## src/rtl/set_scan_ctrl_pkg.sv

```systemverilog
// Shared definitions for the set-scan sequencer: widths, set-operation codes
// and FSM state encodings.
package set_scan_ctrl_pkg;

  localparam int COVERED_SZ = 3;
  localparam int MODE_SZ    = 2;
  localparam int COORD_W    = 4;

  typedef enum logic [MODE_SZ-1:0] {
    MODE1 = 2'd0,  // A
    MODE2 = 2'd1,  // A & B
    MODE3 = 2'd2,  // A ^ B
    MODE4 = 2'd3   // (A | B | C) minus (A & B & C)
  } mode_e;

  typedef enum logic [1:0] {
    IDLE  = 2'd0,
    SCAN  = 2'd1,
    DRAIN = 2'd2,
    DONE  = 2'd3
  } state_e;

endpackage

```

## src/rtl/lu.sv

```systemverilog
// Set-logic unit: combines the covered vector {A,B,C} under the selected
// set operation into a single hit bit.
module lu
  import set_scan_ctrl_pkg::*;
(
  input  logic [COVERED_SZ-1:0] covered,
  input  logic [MODE_SZ-1:0]    mode,
  output logic                  hit
);

  logic a;
  logic b;
  logic c;

  always_comb begin
    a   = covered[2];
    b   = covered[1];
    c   = covered[0];
    hit = 1'b0;
    case (mode_e'(mode))
      MODE1:   hit = a;
      MODE2:   hit = a & b;
      MODE3:   hit = a ^ b;
      MODE4:   hit = (a | b | c) & ~(a & b & c);
      default: hit = 1'b0;
    endcase
  end

endmodule

```

## src/rtl/set_scan_ctrl_circle_cover.sv

```systemverilog
// Combinational point-in-circle test: covered iff dx^2 + dy^2 <= r^2,
// boundary included.
module circle_cover
  import set_scan_ctrl_pkg::*;
(
  input  logic [COORD_W-1:0] x,
  input  logic [COORD_W-1:0] y,
  input  logic [COORD_W-1:0] cx,
  input  logic [COORD_W-1:0] cy,
  input  logic [COORD_W-1:0] r,
  output logic               covered
);

  logic signed [4:0] dx;
  logic signed [4:0] dy;
  logic [3:0]        mag_x;
  logic [3:0]        mag_y;
  logic [7:0]        sq_x;
  logic [7:0]        sq_y;
  logic [7:0]        sq_r;
  logic [8:0]        sum;

  always_comb begin
    dx = $signed({1'b0, x}) - $signed({1'b0, cx});
    dy = $signed({1'b0, y}) - $signed({1'b0, cy});
    // Squaring the magnitude keeps the product unsigned; |d| never exceeds 15.
    mag_x = dx[4] ? (~dx[3:0] + 4'd1) : dx[3:0];
    mag_y = dy[4] ? (~dy[3:0] + 4'd1) : dy[3:0];
    sq_x  = {4'b0, mag_x} * {4'b0, mag_x};
    sq_y  = {4'b0, mag_y} * {4'b0, mag_y};
    sq_r  = {4'b0, r} * {4'b0, r};
    sum   = {1'b0, sq_x} + {1'b0, sq_y};
    covered = (sum <= {1'b0, sq_r});
  end

endmodule

```

## src/rtl/set_scan_ctrl.sv

```systemverilog
// Scan sequencer: captures three circles and a mode, walks the grid one point
// per cycle through a one-stage covered pipeline, and reports the hit count.
module set_scan_ctrl
  import set_scan_ctrl_pkg::*;
#(
  parameter int GRID_W = 8,
  parameter int CNT_W  = 8
) (
  input  logic               clk,
  input  logic               rst,
  input  logic               en,
  input  logic [23:0]        central,
  input  logic [11:0]        radius,
  input  logic [MODE_SZ-1:0] mode,
  output logic               busy,
  output logic               valid,
  output logic [CNT_W-1:0]   candidate
);

  localparam int XY_W  = $clog2(GRID_W);
  localparam int IDX_W = 2 * XY_W;
  localparam logic [IDX_W-1:0] IDX_LAST = IDX_W'(GRID_W * GRID_W - 1);

  state_e                  state_q;
  state_e                  state_d;
  logic [23:0]             central_q;
  logic [11:0]             radius_q;
  logic [MODE_SZ-1:0]      mode_q;
  logic [IDX_W-1:0]        idx_q;
  logic [COVERED_SZ-1:0]   cov_now;
  logic [COVERED_SZ-1:0]   cov_q;
  logic                    occ_q;
  logic [CNT_W-1:0]        cnt_q;
  logic [CNT_W-1:0]        cnt_next;
  logic [CNT_W-1:0]        cand_q;
  logic [COORD_W-1:0]      x;
  logic [COORD_W-1:0]      y;
  logic                    hit;

  assign x = COORD_W'(idx_q[XY_W-1:0]) + COORD_W'(1);
  assign y = COORD_W'(idx_q[IDX_W-1:XY_W]) + COORD_W'(1);

  circle_cover u_cover_a (
    .x(x), .y(y), .cx(central_q[23:20]), .cy(central_q[19:16]),
    .r(radius_q[11:8]), .covered(cov_now[2])
  );
  circle_cover u_cover_b (
    .x(x), .y(y), .cx(central_q[15:12]), .cy(central_q[11:8]),
    .r(radius_q[7:4]), .covered(cov_now[1])
  );
  circle_cover u_cover_c (
    .x(x), .y(y), .cx(central_q[7:4]), .cy(central_q[3:0]),
    .r(radius_q[3:0]), .covered(cov_now[0])
  );

  lu u_lu (
    .covered(cov_q),
    .mode   (mode_q),
    .hit    (hit)
  );

  // Only an occupied pipeline slot may contribute to the count.
  assign cnt_next = cnt_q + CNT_W'(occ_q & hit);

  always_comb begin
    state_d = state_q;
    case (state_q)
      IDLE:    if (en) state_d = SCAN;
      SCAN:    if (idx_q == IDX_LAST) state_d = DRAIN;
      DRAIN:   state_d = DONE;
      DONE:    state_d = IDLE;
      default: state_d = IDLE;
    endcase
  end

  always_ff @(posedge clk) begin
    if (rst) begin
      state_q   <= IDLE;
      central_q <= '0;
      radius_q  <= '0;
      mode_q    <= '0;
      idx_q     <= '0;
      cov_q     <= '0;
      occ_q     <= 1'b0;
      cnt_q     <= '0;
      cand_q    <= '0;
    end else begin
      state_q <= state_d;
      cov_q   <= cov_now;
      occ_q   <= (state_q == SCAN);
      if (state_q == IDLE && en) begin
        central_q <= central;
        radius_q  <= radius;
        mode_q    <= mode;
        idx_q     <= '0;
        cnt_q     <= '0;
      end else begin
        cnt_q <= cnt_next;
        if (state_q == SCAN) idx_q <= idx_q + IDX_W'(1);
      end
      // The DRAIN edge folds in the last point, so cnt_next is the final count.
      if (state_q == DRAIN) cand_q <= cnt_next;
    end
  end

  assign busy      = (state_q == SCAN) || (state_q == DRAIN);
  assign valid     = (state_q == DONE);
  assign candidate = cand_q;

endmodule

```

## config.mk

```make
export PLATFORM = sky130hd
export DESIGN_NAME = set_scan_ctrl
export DESIGN_NICKNAME = d
export VERILOG_FILES = /design/src/rtl/set_scan_ctrl_pkg.sv /design/src/rtl/lu.sv /design/src/rtl/set_scan_ctrl_circle_cover.sv /design/src/rtl/set_scan_ctrl.sv
export SDC_FILE = /design/constraint.sdc
export NUM_CORES = 1
export LEC_CHECK = 0
export CAP_MARGIN = 20
export CORE_MARGIN = 2
export CORE_UTILIZATION = 45
export CTS_CLUSTER_SIZE = 28
export DETAILED_ROUTE_END_ITERATION = 10
export SYNTH_ARGS = -nofsm -noshare
export SYNTH_HDL_FRONTEND = slang
export SYNTH_SLANG_ARGS = --single-unit
```

## constraint.sdc

```tcl
create_clock -name clk -period 8.15 [get_ports clk]
set_input_delay 2.0375 -clock clk [delete_from_list [all_inputs] [get_ports clk]]
set_output_delay 2.0375 -clock clk [all_outputs]
set_load 0.01 [all_outputs]
```

## Word-level counts from Yosys, hierarchy flattened

Index checks and enable logic that the tools add are counted.

- $add $sub $neg: 19
- $mul: 9
- $lt $le $gt $ge: 3
- Equality and inequality tests: 9
- Mux-type cells: 10
- Bitwise operators: 14
- Reductions and logical operators: 6

Operators with widths:

| cell | number |
|---|---|
| multiplier 4 x 4 -> 8 bit | 9 |
| subtractor 4 x 4 -> 5 bit | 6 |
| adder 8 x 8 -> 9 bit | 3 |
| less-or-equal comparator 9 x 8 -> 1 bit | 3 |
| adder 4 x 1 -> 4 bit (second input constant) | 6 |
| 2-to-1 mux 4 bit | 6 |
| NOT 4 bit | 6 |
| adder 3 x 1 -> 4 bit (second input constant) | 2 |
| adder 8 x 1 -> 8 bit | 1 |
| equality test 2 bit (second input constant) | 4 |
| one-hot mux 2 bit (4 select lines) | 1 |
| adder 6 x 1 -> 6 bit (second input constant) | 1 |
| equality test 6 bit (second input constant) | 1 |
| bitwise AND 1 bit | 4 |
| equality test 2 x 1 -> 1 bit (second input constant) | 2 |
| zero test 2 bit | 2 |
| 2-to-1 mux 2 bit | 2 |
| != test 2 bit (second input constant) | 2 |
| one-hot mux 1 bit (4 select lines) | 1 |
| OR 1 bit | 2 |
| AND reduction 2 bit | 1 |
| OR reduction 2 bit | 1 |
| logical AND 1 bit | 1 |
| logical OR 1 bit | 1 |
| other kinds (2) | 2 |

- Bits in registers: 66
- Logic and storage cells: 79

## Logic depth before layout (Yosys ltp)

- Depth in word-level cells: 8
- Depth in mapped cells: 28

## Hierarchy

From an unflattened synthesis, not the netlist that was laid out.

- Cell total of the unflattened synthesis: 881
- Area total of the unflattened synthesis: 7263.2 um2

Modules (own cells, without submodules):

| module | times used | cells each | area an instance (um2) |
|---|---|---|---|
| set_scan_ctrl | 1 | 286 | 2452.4 |
| circle_cover (u_cover_a) | 1 | 202 | 1625.3 |
| circle_cover (u_cover_c) | 1 | 197 | 1595.3 |
| circle_cover (u_cover_b) | 1 | 190 | 1525.2 |
| lu | 1 | 6 | 65.1 |

## Least setup slack after synthesis

No wires, ideal clock.

- Path type: reg-to-reg
- From: register idx_q[3]
- To: register cov_q[2]
- Setup time: 0.059 ns
- Arrival time: 6.234 ns
- Required time: 8.091 ns
- Setup slack: 1.857 ns
- Stages on the path, launching flop included: 26
- Path buffers: 1
- Clock period less this slack: 6.293 ns
- Path through: dfxtp_1 -> ha_1 -> xor2_1 -> ha_1 -> and3b_1 -> or3_4 -> and2_1 -> buf_6 -> nand2_1 -> a21oi_1 -> fa_1 -> inv_1 -> fa_1 -> inv_1 -> fa_1 -> fa_1 -> ha_1 -> fa_1 -> a21o_1 -> a21oi_1 -> xnor2_1 -> ha_1 -> a2111oi_0 -> o21ai_0 -> o22ai_1 -> o311a_1

- Cells in the longest elaborated chain, start to end: 8

Ends and longest elaborated chain:

| item | line | text |
|---|---|---|
| from (decl) | set_scan_ctrl.sv:29 | `logic [IDX_W-1:0] idx_q;` |
| from (signal assigned) | set_scan_ctrl.sv:99 | `if (state_q == SCAN) idx_q <= idx_q + IDX_W'(1);` |
| adder 3 x 1 -> 4 bit (*) | set_scan_ctrl.sv:41 | `assign y = COORD_W'(idx_q[IDX_W-1:XY_W]) + COORD_W'(1);` |
| subtractor 4 x 4 -> 5 bit (*) | set_scan_ctrl_circle_cover.sv:25 | `dy = $signed({1'b0, y}) - $signed({1'b0, cy});` |
| NOT 4 bit | set_scan_ctrl_circle_cover.sv:28 | `mag_y = dy[4] ? (~dy[3:0] + 4'd1) : dy[3:0];` |
| adder 4 x 1 -> 4 bit | set_scan_ctrl_circle_cover.sv:28 |  |
| 2-to-1 mux 4 bit (*) | set_scan_ctrl_circle_cover.sv:28 |  |
| multiplier 4 x 4 -> 8 bit (*) | set_scan_ctrl_circle_cover.sv:30 | `sq_y = {4'b0, mag_y} * {4'b0, mag_y};` |
| adder 8 x 8 -> 9 bit (*) | set_scan_ctrl_circle_cover.sv:32 | `sum = {1'b0, sq_x} + {1'b0, sq_y};` |
| less-or-equal comparator 9 x 8 -> 1 bit (*) | set_scan_ctrl_circle_cover.sv:33 | `covered = (sum <= {1'b0, sq_r});` |
| to (signal assigned) | set_scan_ctrl.sv:89 | `cov_q <= cov_now;` |
| to (decl) | set_scan_ctrl.sv:31 | `logic [COVERED_SZ-1:0] cov_q;` |

Mark *: on every way between the ends. The rest lies on a longest branch, timed or not.
A chain may end at the register's enable or synchronous reset.

## Worst setup path after layout

Ends and elaborated chain as after synthesis.

==> results.yml <==
yosys:
  synth_top_area_cell: "ha_1"
  synth_area_um2: 7074
  yosys_warnings: 0
  async_reset_ff_share_pct: 0
  synth_edf_count: 0
  synth_fp_nets: 1077
  syn_area_per_cell_um2: 8.122
  synth.area.top_cells: "ha_1 22%, dfxtp_1 19%, fa_1 11%"
  yosysMostFrequentCell: "ha_1"
  synth_common_cells: "125 x ha_1, 113 x inv_1, 111 x nand2_1"
  synthCells: 871
  synth_top_area_share_pct: 22.11
  synthDistinctLibCells: 51
  synth_ff_type: "dfxtp_1"
  ys_ff_latch: 66
  synth_seq_area_share_pct: 18.68
run:
  drv_cap: 0
grt:
  grt_max_degree: 35
  grt_pass1_vias: 5478
  antenna_found_initial: 0
  grt_pass1_wl_um: 25490
  grt_usage_pct: 19.02
  overflow: 0
layout:
  syn_to_final_growth_pct: 14.15
  final_nets: 1120
  stdcell_area_um2: 8075
  final_util_pct: 52.92
  layout-drive-gt1-share_pct: 3.917
  num_antenna_cells: 0
die:
  initial_core_util_pct: 46.36
  die_x_um: 129.4
  io_pins: 51
  coreArea_um2: 15260
  fp-row-count: 45
  die_h_um: 129.4
  dieArea_um2: 16740
critical_path:
  cp.required_ns: 8.43
  crit_path_max_incr_delay_ns: 0.54
  critPathSlowestCell: "fa_1"
  cp-start-kind: "flop"
  end_kind: "flop"
  critical_path.cell_chain: "ha_1 > xor2_1 > ha_1 > and3b_1 > o21ai_0 > and2_1 > nand2b_1 > a21oi_1 > fa_1 > inv_1 > fa_1 > inv_1 > fa_1 > fa_1 > ha_1 > fa_1 > a21o_1 > a21oi_1 > xnor2_1 > ha_1 > a2111oi_0 > o21ai_0 > o22ai_1 > o311a_1"
  path_class: "flop to flop"
  crit_buf_inv: 2
  cp_data_arrival_time_ns: 7.19
  cp_max_fo: 9
  crit_top_cell: "fa_1"
  cp_top_family: "adder cells"
sta:
  finClkSkew_ns: 0.009223
  slew_violations: 0
  hold_viol_final: 0
  rsz0062_at_grt: "false"
  final.min_clock_period_ns: 6.911
  worst_pin_slew_ns: 0.8547
  fmax_ghz: 0.1447
  setup_viol: 0
  tns_ns: 0
  period_share_pct: 84.80
  slew_headroom_pct: 43.02
min_path:
  min_path_type: "flop to flop"
drt:
  wire_per_inst_um: 13.06
  dr.pass1.iters: 5
  drt_iter0_drc: 284
  antenna_left: 0
  drc_errors: 0
  via_per_inst: 4.949
  wl_um: 14750
  vias: 5592
outcome:
  status: "finished, final reports clean"
clock_tree:
  clk_path_buf_depth: 2
  clock_sinks: 66
  tritoncts: "yes"
  path_clk_slew_ns: 0.07
  post_cts_resize_count: 0
  cts_hold_buf: 0
  h-tree-depth: 3
  numCtsBuffers: 9
  post_cts_buffers: 0
  cts-root-buf: "clkbuf_16"
  clk_latency_ns: 0.34
placement:
  place_area_um2: 7770
  portBuffers: 50
  dpl.hpwl_um: 11830
  gp_congestion: 0.8838
-- layout by cell type (no fill, tap or decap), drive strengths merged, types with 3 or more instances in the layout --
cell           synthesis  final
or2                    7      7
a21oi                 75     75
a21o                  17     17
clkdlybuf4s50          0     49
ha                   125    125
nor2b                 12     12
and2                  18     18
xnor2                 27     27
nand2b                15     15
buf                    3      4
nor3                   7      7
a2111oi                3      3
xor2                  29     29
nor2                  81     81
a31oi                  8      8
nand2                111    111
nand4                  4      4
inv                  113    117
nor3b                  4      4
nand3                 11     11
o22ai                  6      6
o21ai                 19     19
dfxtp                 66     66
mux2i                 13     13
a211oi                 8      8
clkbuf                18      9
and3                   5      5
fa                    40     40
mux2                   4      4
-- metrics by stage --
step	hold slack, ns	setup WS [ns]	instances
after global placement	0.4433	1.368	1114
after CTS	0.4601	1.281	1130
after detailed placement	0.4503	1.322	1114
final	0.4567	1.239	1130
after global routing	0.4791	0.6132	1130
after floorplan	0.4363	1.857	871
-- per-layer routing --
layer	wire [µm]	up-vias	global-route usage, %
met1	7550	2545	26.70
met2	6634	62	31.49
met4	133	0	4.028
li1	-	2973	-
met3	434	12	2.395
met5	0	-	0
-- kinds of logic after synthesis --
logic type / Yosys count / share of synthesized area (%)
AO/OA/AOI/OAI: 148 / 12.51
XOR/XNOR: 56 / 6.933
flip-flops: 66 / 18.68
adder cells (fa/ha/maj): 165 / 33.43
multiplexers: 18 / 2.847
buffers and inverters: 134 / 7.216
AND/OR/NAND/NOR: 284 / 18.39
-- worst register-to-register path, delay by kind of cell (launching register included) --
kind            cells  cell delay, ns
fa+ha+maj           9            3.44
flops               1            0.50
xor+xnor            2            0.36
buf+inv             2            0.10
simple gates        3            0.80
compound gates      8            1.66
-- state kept, by name, summed over array words and instances, names as in the netlist --
signal	flops
radius_q	12
state_q	2
candidate	8
cnt_q	8
cov_q	3
central_q	24
idx_q	6
mode_q	2
occ_q	1
-- final timing paths --
kind / endpoint / slack (ns) / cells past startpoint / start
hold / removal: central_q[13] / 0.46 / 2 / central_q[13]
hold reg to reg: central_q[13] / 0.46 / 2 / central_q[13]
setup / recovery: cov_q[2] / 1.24 / 24 / idx_q[3]
setup reg to reg: cov_q[2] / 1.24 / 24 / idx_q[3]
-- final cells by class --
class	count	area (µm²)
clock inverter	7	80.08
tap	211	264.0
multi-input combinational	671	5243
fill	1467	7183
inverter	113	424.2
timing repair buffer	53	518.0
sequential	66	1321
clock buffer	9	225.2
Power is left out: the tool's default activity adds up to more than one toggle a clock period on the data nets, which glitch-free logic cannot reach.
